File: src/rtl/rf_write_arbiter.sv
// rf_write_arbiter: two-queue round-robin register-file write arbiter
// with pending-write hazard detection for two read ports.
module rf_write_arbiter #(
    parameter int DEPTH = 2
) (
    input  logic        clk,
    input  logic        rst,
    input  logic        req0_valid,
    output logic        req0_ready,
    input  logic [3:0]  req0_reg,
    input  logic [15:0] req0_data,
    input  logic        req1_valid,
    output logic        req1_ready,
    input  logic [3:0]  req1_reg,
    input  logic [15:0] req1_data,
    output logic        rf_WriteReg,
    output logic [3:0]  rf_DstReg,
    output logic [15:0] rf_DstData,
    input  logic [3:0]  chk_reg1,
    input  logic [3:0]  chk_reg2,
    output logic        hazard1,
    output logic        hazard2,
    output logic        idle
);
    localparam int AW = (DEPTH > 2) ? 2 : 1;
    localparam logic [AW:0] FULL = (AW + 1)'(DEPTH);

    logic [19:0]   entries [2][DEPTH];
    logic [AW-1:0] wrPtr [2];
    logic [AW-1:0] rdPtr [2];
    logic [AW:0]   count [2];
    logic [3:0]    reqReg [2];
    logic [15:0]   reqData [2];
    logic [1:0]    reqValid, reqReady, push, pop, nonEmpty;
    logic          lastGrant, grantIdx, hit1, hit2;

    assign reqValid   = {req1_valid, req0_valid};
    assign reqReg[0]  = req0_reg;
    assign reqReg[1]  = req1_reg;
    assign reqData[0] = req0_data;
    assign reqData[1] = req1_data;
    assign nonEmpty   = {count[1] != '0, count[0] != '0};
    assign reqReady   = {count[1] < FULL && !rst, count[0] < FULL && !rst};
    assign req0_ready = reqReady[0];
    assign req1_ready = reqReady[1];
    // Writes to R0 complete the handshake but never occupy a slot.
    assign push       = reqValid & reqReady & {reqReg[1] != 4'd0, reqReg[0] != 4'd0};
    assign grantIdx   = nonEmpty[1] && (!nonEmpty[0] || !lastGrant);
    assign pop        = nonEmpty == 2'b00 ? 2'b00 : (grantIdx ? 2'b10 : 2'b01);
    assign idle       = nonEmpty == 2'b00 && !rf_WriteReg;
    assign hazard1    = chk_reg1 != 4'd0 && hit1;
    assign hazard2    = chk_reg2 != 4'd0 && hit2;

    // A slot is live when its distance from the read pointer is below the count.
    always_comb begin
        hit1 = rf_WriteReg && rf_DstReg == chk_reg1;
        hit2 = rf_WriteReg && rf_DstReg == chk_reg2;
        for (int k = 0; k < 2; k++)
            for (int i = 0; i < DEPTH; i++)
                if ({1'b0, AW'(i) - rdPtr[k]} < count[k]) begin
                    hit1 = hit1 || entries[k][i][19:16] == chk_reg1;
                    hit2 = hit2 || entries[k][i][19:16] == chk_reg2;
                end
    end

    always_ff @(posedge clk) begin
        if (rst) begin
            for (int k = 0; k < 2; k++) begin
                count[k] <= '0;
                wrPtr[k] <= '0;
                rdPtr[k] <= '0;
            end
            lastGrant   <= 1'b1;
            rf_WriteReg <= 1'b0;
            rf_DstReg   <= '0;
            rf_DstData  <= '0;
        end else begin
            for (int k = 0; k < 2; k++) begin
                if (push[k]) begin
                    entries[k][wrPtr[k]] <= {reqReg[k], reqData[k]};
                    wrPtr[k]             <= wrPtr[k] + 1'b1;
                end
                if (pop[k])
                    rdPtr[k] <= rdPtr[k] + 1'b1;
                count[k] <= count[k] + (AW + 1)'(push[k]) - (AW + 1)'(pop[k]);
            end
            rf_WriteReg <= |nonEmpty;
            if (|nonEmpty) begin
                lastGrant               <= grantIdx;
                {rf_DstReg, rf_DstData} <= entries[grantIdx][rdPtr[grantIdx]];
            end
        end
    end
endmodule

File: config.mk
export PLATFORM = sky130hd
export DESIGN_NAME = rf_write_arbiter
export DESIGN_NICKNAME = d
export VERILOG_FILES = /design/src/rtl/rf_write_arbiter.sv
export SDC_FILE = /design/constraint.sdc
export NUM_CORES = 1
export LEC_CHECK = 0
export BUFFER_PORTS_ARGS = -buffer_cell sky130_fd_sc_hd__buf_2
export CORE_ASPECT_RATIO = 1.5
export CORE_MARGIN = 2
export CORE_UTILIZATION = 50
export DETAILED_ROUTE_END_ITERATION = 8
export PLACE_DENSITY = 0.75
export SLEW_MARGIN = 20
export SYNTH_ARGS = -nofsm -noshare
export SYNTH_HDL_FRONTEND = slang
export SYNTH_SLANG_ARGS = --single-unit
File: constraint.sdc
create_clock -name clk -period 1.8 [get_ports clk]
set_clock_uncertainty 0.1 [all_clocks]
set_input_delay 0.18 -clock clk [delete_from_list [all_inputs] [get_ports clk]]
set_output_delay 0.18 -clock clk [all_outputs]
set_load 0.05 [all_outputs]
# Word level (Yosys, flattened, before mapping)
# Memory sizes are Yosys's and may differ from the RTL's.
# Index checks and enable logic that the tools add are counted.
dict set report classes {
  n_addsub 12
  order_cmp 11
  eq_ne 10
  mux 40
  bitwise_logic 11
  n_reduce_logical 31
}
# cell n
set ops {}
lappend ops {{two-way mux 20 bit} 5}
lappend ops {{two-way mux 40 bit} 2}
lappend ops {{demux 20 bit (select 1 bit)} 2}
lappend ops {{equality test 4 bit} 10}
lappend ops {{two-way mux 1 bit} 27}
lappend ops {{nonzero test 4 bit} 4}
lappend ops {{logical AND 1 bit} 10}
lappend ops {{logical OR 1 bit} 9}
lappend ops {{less-than comparator 1 x 2 -> 1 bit} 4}
lappend ops {{two-way mux 2 bit} 4}
lappend ops {{greater-or-equal comparator 2 bit (second input constant)} 3}
lappend ops {{inverter 1 -> 2 bit} 3}
lappend ops {{OR 1 bit} 6}
lappend ops {{adder 1 bit (second input constant)} 4}
lappend ops {{adder 2 x 1 -> 2 bit} 2}
lappend ops {{AND 2 bit} 2}
lappend ops {{logical NOT 1 bit} 4}
lappend ops {{less-than comparator 2 x 1 -> 1 bit (second input constant)} 2}
lappend ops {{less-than comparator 2 bit (second input constant)} 2}
lappend ops {{nonzero test 2 bit} 2}
lappend ops {{subtractor 1 bit (first input constant)} 4}
lappend ops {{subtractor 2 x 1 -> 2 bit} 2}
lappend ops {{logical NOT 2 bit} 1}
lappend ops {{OR reduction 2 bit} 1}
dict set report totals {
  regBits 22
  ramBits 88
  elab_cells 123
  memories 4
}
# memory words word_bits read_ports rd_clocked_by_memory_dff wr line
set memory_table {}
lappend memory_table {entries 2 40 3 0 2 28} ;# logic [19:0] entries [2][DEPTH];
lappend memory_table {count 2 2 2 0 2 31} ;# logic [AW:0] count [2];
lappend memory_table {rdPtr 2 1 3 0 2 30} ;# logic [AW-1:0] rdPtr [2];
lappend memory_table {wrPtr 2 1 2 0 2 29} ;# logic [AW-1:0] wrPtr [2];

# Longest topological paths before layout
dict set report logic_depth {
  depth_word 11
  ltp_mapped 9
}

# Worst setup path after synthesis
# No wires, ideal clock.
dict set report synth_timing {
  kind {reg2reg}
  start {memory count[0][3] in the netlist's numbering}
  end {memory entries[1][20] in the netlist's numbering (enable)}
  setup_time_ns 0.397
  arrival_ns 2.286
  setup_slack_ns -0.983
  stages_incl_launch_ff 4
  path_buffers 0
  synth_period_minus_slack_ns 2.783
  cell_sequence {dfxtp_1 -> nor2_1 -> nand3_1 -> nor2_1}
}
# element line
set synth_rtl {}
lappend synth_rtl {{from (decl)} 31}
lappend synth_rtl {{to (decl)} 28}

==> results by group <==
Die
  • Core area: 0.00915 mm²
  • Initial standard-cell utilization of the core: 0.509
  • IO Pins: 78
  • Horizontal die dimension: 82.8 µm
  • Die Outline Area: 0.0101 mm²
  • Y dimension of the die: 122 µm
  • Row count: 43

Route
  • Wire length after detailed routing: 10.5 mm
  • Remaining antenna violation count after routing: 0
  • Detailed router's first-iteration violation count: 326
  • Remaining DRCs: 0
  • Detailed-router iteration count before antenna repair: 4
  • Via-to-Cell Ratio: 5.42
  • Total via count in the routed design: 3148
  • Routed length per placed instance: 18.1 µm

Timing
  • Final Max Tran Viols: 0
  • Number of setup violations in the final report: 2
  • Final period demand of the worst path: 1990 ps
  • Tightest Pin Transition: 605 ps
  • Final setup margin: -190 ps
  • Fin crit share: 1.11
  • FMAX: 502 MHz
  • Final hold violation count: 0
  • RSZ-0062 raised after global routing: true
  • Worst hold margin: 196 ps
  • Slew headroom: 0.596

Setup path
  • Class of the most critical setup path: reg2out
  • Beginning of the critical path: entries[0][39]
  • Critical path endpoint category: output port
  • Required arrival time at the worst endpoint: 1520 ps
  • Crit path DAT: 1710 ps
  • CP Launch Type: flop
  • Maximum fanout along the worst path: 3
  • Reg-to-reg critical path startpoint: count[0][1]

Layout
  • Layout overhead on the synthesized area: 32.3%
  • Cell area after layout: 0.00616 mm²
  • Final net count: 519
  • Fraction of final layout cells with drive strength greater than 1: 0.335

Power and ir drop
  • Leakage Power: 2.51 nW
  • Clock share of power: 0.228
  • Net Sw Frac: 0.360
  • Seq pwr share: 0.405
  • Maximum vdd ir drop: 0.00104 V
  • Combinational share of power: 0.367
  • Reported net switching power: 3.04 mW
  • Power Density: 1370 mW/mm²
  • Internal cell power: 5.39 mW

GRT
  • Routing usage on met3: 0.0385
  • Overflow left after global routing: 0
  • Met1 GRT Util: 0.254
  • Maximum number of pins on one net before global-route repair: 21
  • Initial antenna violation count: 0
  • Global-route track usage on met2: 0.384
  • Gr usage total: 0.221
  • First-pass GRT wire length: 16.0 mm
  • Busiest grt layer: met2
  • Via count of the first global-routing pass: 3295

Logic synthesis
  • Synth async-reset ratio: 0
  • Per-instance average area after synthesis: 14.1 µm²
  • Dominant cell type by area after synthesis: sky130_fd_sc_hd__edfxtp_1
  • Area contributors post-synth: sky130_fd_sc_hd__edfxtp_1 54%, sky130_fd_sc_hd__dfxtp_1 11%, sky130_fd_sc_hd__mux2i_1 8.6%, sky130_fd_sc_hd__xnor2_1 5.1%, sky130_fd_sc_hd__a21o_1 3.2%
  • Top_reg_cell synth: sky130_fd_sc_hd__edfxtp_1
  • Post-Syn Area: 0.00465 mm²
  • Post-synthesis instance total: 329
  • Number of synthesized register bits: 110
  • Synth Warn #: 0
  • Commonest cells post-synth: 84 x sky130_fd_sc_hd__edfxtp_1, 40 x sky130_fd_sc_hd__mux2i_1, 27 x sky130_fd_sc_hd__xnor2_1, 26 x sky130_fd_sc_hd__dfxtp_1
  • Yosys cell types: 34
  • Net Count, Synth: 385
  • Portion of the post-synthesis area used by sequential elements: 0.654
  • Most numerous cell in the Yosys netlist: sky130_fd_sc_hd__edfxtp_1
  • Proportion of netlist area held by the largest area contributor: 0.542
  • Number of synthesized flops with an enable pin: 84

Flow run
  • Total of max-cap violations: 0

CTS
  • CTS sink cnt: 110
  • Later-pin clock latency in the skew report: 340 ps
  • Maximum clock insertion buffer count: 2
  • Clock edge transition at the registers on the reported setup and hold paths: 70 ps
  • Root Buffer Master: sky130_fd_sc_hd__clkbuf_16
  • H-tree depth reported by CTS: 3
  • CTS tree: yes
  • Number of clock buffers inserted by TritonCTS: 9

Status
  • Violated checks: setup timing
  • Status: complete, but fails checks

Placed design
  • Global placement routability congestion: 0.828
  • Placed cell areas: 0.00528 mm²
  • Count of buffers inserted at the top-level ports: 77
  • Dpl hpwl: 6.58 mm

Hold path
  • Hold crit path type: in2reg
  • Min-Delay Startpoint: rst
registers in the layout, summed over array words and instances (netlist names):
register,count
entries,80
rf_DstData,16
count,4
rf_DstReg,4
rdPtr,2
wrPtr,2
lastGrant,1
rf_WriteReg,1
critical path: stages, from the launching register on:
cell and delay (ps):
sky130_fd_sc_hd__edfxtp_1 440, sky130_fd_sc_hd__xnor2_1 160, sky130_fd_sc_hd__nand3_1 100, sky130_fd_sc_hd__nor3_2 50, sky130_fd_sc_hd__a311oi_2 320, sky130_fd_sc_hd__a31oi_4 120
sky130_fd_sc_hd__buf_6 170
area by class of cell:
type                       count  area (µm²)
multi-input combinational    191        1620
timing repair buffer         142        1010
inverter                       9        33.8
clock buffer                  10         239
fill                         656        2990
clock inverter                 6        50.0
antenna                        1        2.50
sequential                   110        3060
tap                          112         140
power by group through the flow:
stage | clock (mW) | combinational, mW | sequential, mW
5_1_grt | 2.04 | 3.30 | 3.46
3_5_place_dp | 0 | 2.79 | 3.42
6_report | 1.92 | 3.09 | 3.41
4_1_cts | 1.93 | 3.00 | 3.39
2_1_floorplan | 0 | 1.59 | 3.88
3_3_place_gp | 0 | 2.74 | 3.40
final timing paths:
kind / endpoint / slack, ps / cells past startpoint
max: hazard1 / -190 / 6
min: count[0][2] / 200 / 3
max reg2reg: count[0][3] / 70 / 7
min reg2reg: rf_DstData[10] / 350 / 1
logic make-up (layout without fill, tap and decap cells):
logic type	count (synthesis)	after routing	synth area share
compound gates	54	54	0.0804
xor+xnor	44	44	0.0828
fa+ha+maj	4	4	0.0108
buf+inv	30	167	0.0312
flops	110	110	0.654
mux	40	40	0.0860
other cells	0	1	0
simple gates	47	49	0.0551
metal layers:
metal  wire length [µm]  part of all wire
met2               5660              0.54
met3                545             0.052
met1               4060              0.39
met5                  0                 0
met4                253             0.024
per-stage QoR:
| step | setup TNS (ps) | cells | util | worst slack, ps | power (mW) |
|---|---|---|---|---|---|
| finish | -360 | 581 | 0.673 | -190 | 8.43 |
| global route | -526 | 580 | 0.673 | -269 | 8.80 |
| CTS | -436 | 576 | 0.666 | -202 | 8.33 |
| detailed placement | -106 | 514 | 0.577 | -49.3 | 6.20 |
| global placement | -13.9 | 514 | 0.577 | -13.9 | 6.14 |
| floorplan | 0 | 329 | - | 11.5 | 5.47 |
cells in the final DEF (no fill, tap or decap), types with 4 or more instances in the layout:
cell type	count
sky130_fd_sc_hd__edfxtp_1	84
sky130_fd_sc_hd__buf_2	74
sky130_fd_sc_hd__mux2i_1	40
sky130_fd_sc_hd__dlygate4sd3_1	40
sky130_fd_sc_hd__xnor2_1	27
sky130_fd_sc_hd__buf_4	23
sky130_fd_sc_hd__a21o_1	20
sky130_fd_sc_hd__o22ai_1	19
sky130_fd_sc_hd__dfxtp_1	19
sky130_fd_sc_hd__xor2_1	17
sky130_fd_sc_hd__inv_1	9
sky130_fd_sc_hd__clkbuf_16	9
sky130_fd_sc_hd__nor2_4	7
sky130_fd_sc_hd__nor2_1	6
sky130_fd_sc_hd__nand3_1	5
sky130_fd_sc_hd__nor3_1	5
sky130_fd_sc_hd__a21oi_2	4
sky130_fd_sc_hd__dfxtp_2	4
sky130_fd_sc_hd__buf_6	4
what timing repair did:
| item | 4_1_cts | 5_1_grt |
|---|---|---|
| setup endpoints to repair | 43 | 24 |
| pin swaps | 12 | 7 |
| cloned | 1 | 1 |
| hold buffers | 40 | 0 |
| gates resized for setup | 21 | 9 |
| endpoints found under the hold margin | 80 | 0 |
| buffers inserted | 5 | 3 |
Power figures use the tool's default switching activity.
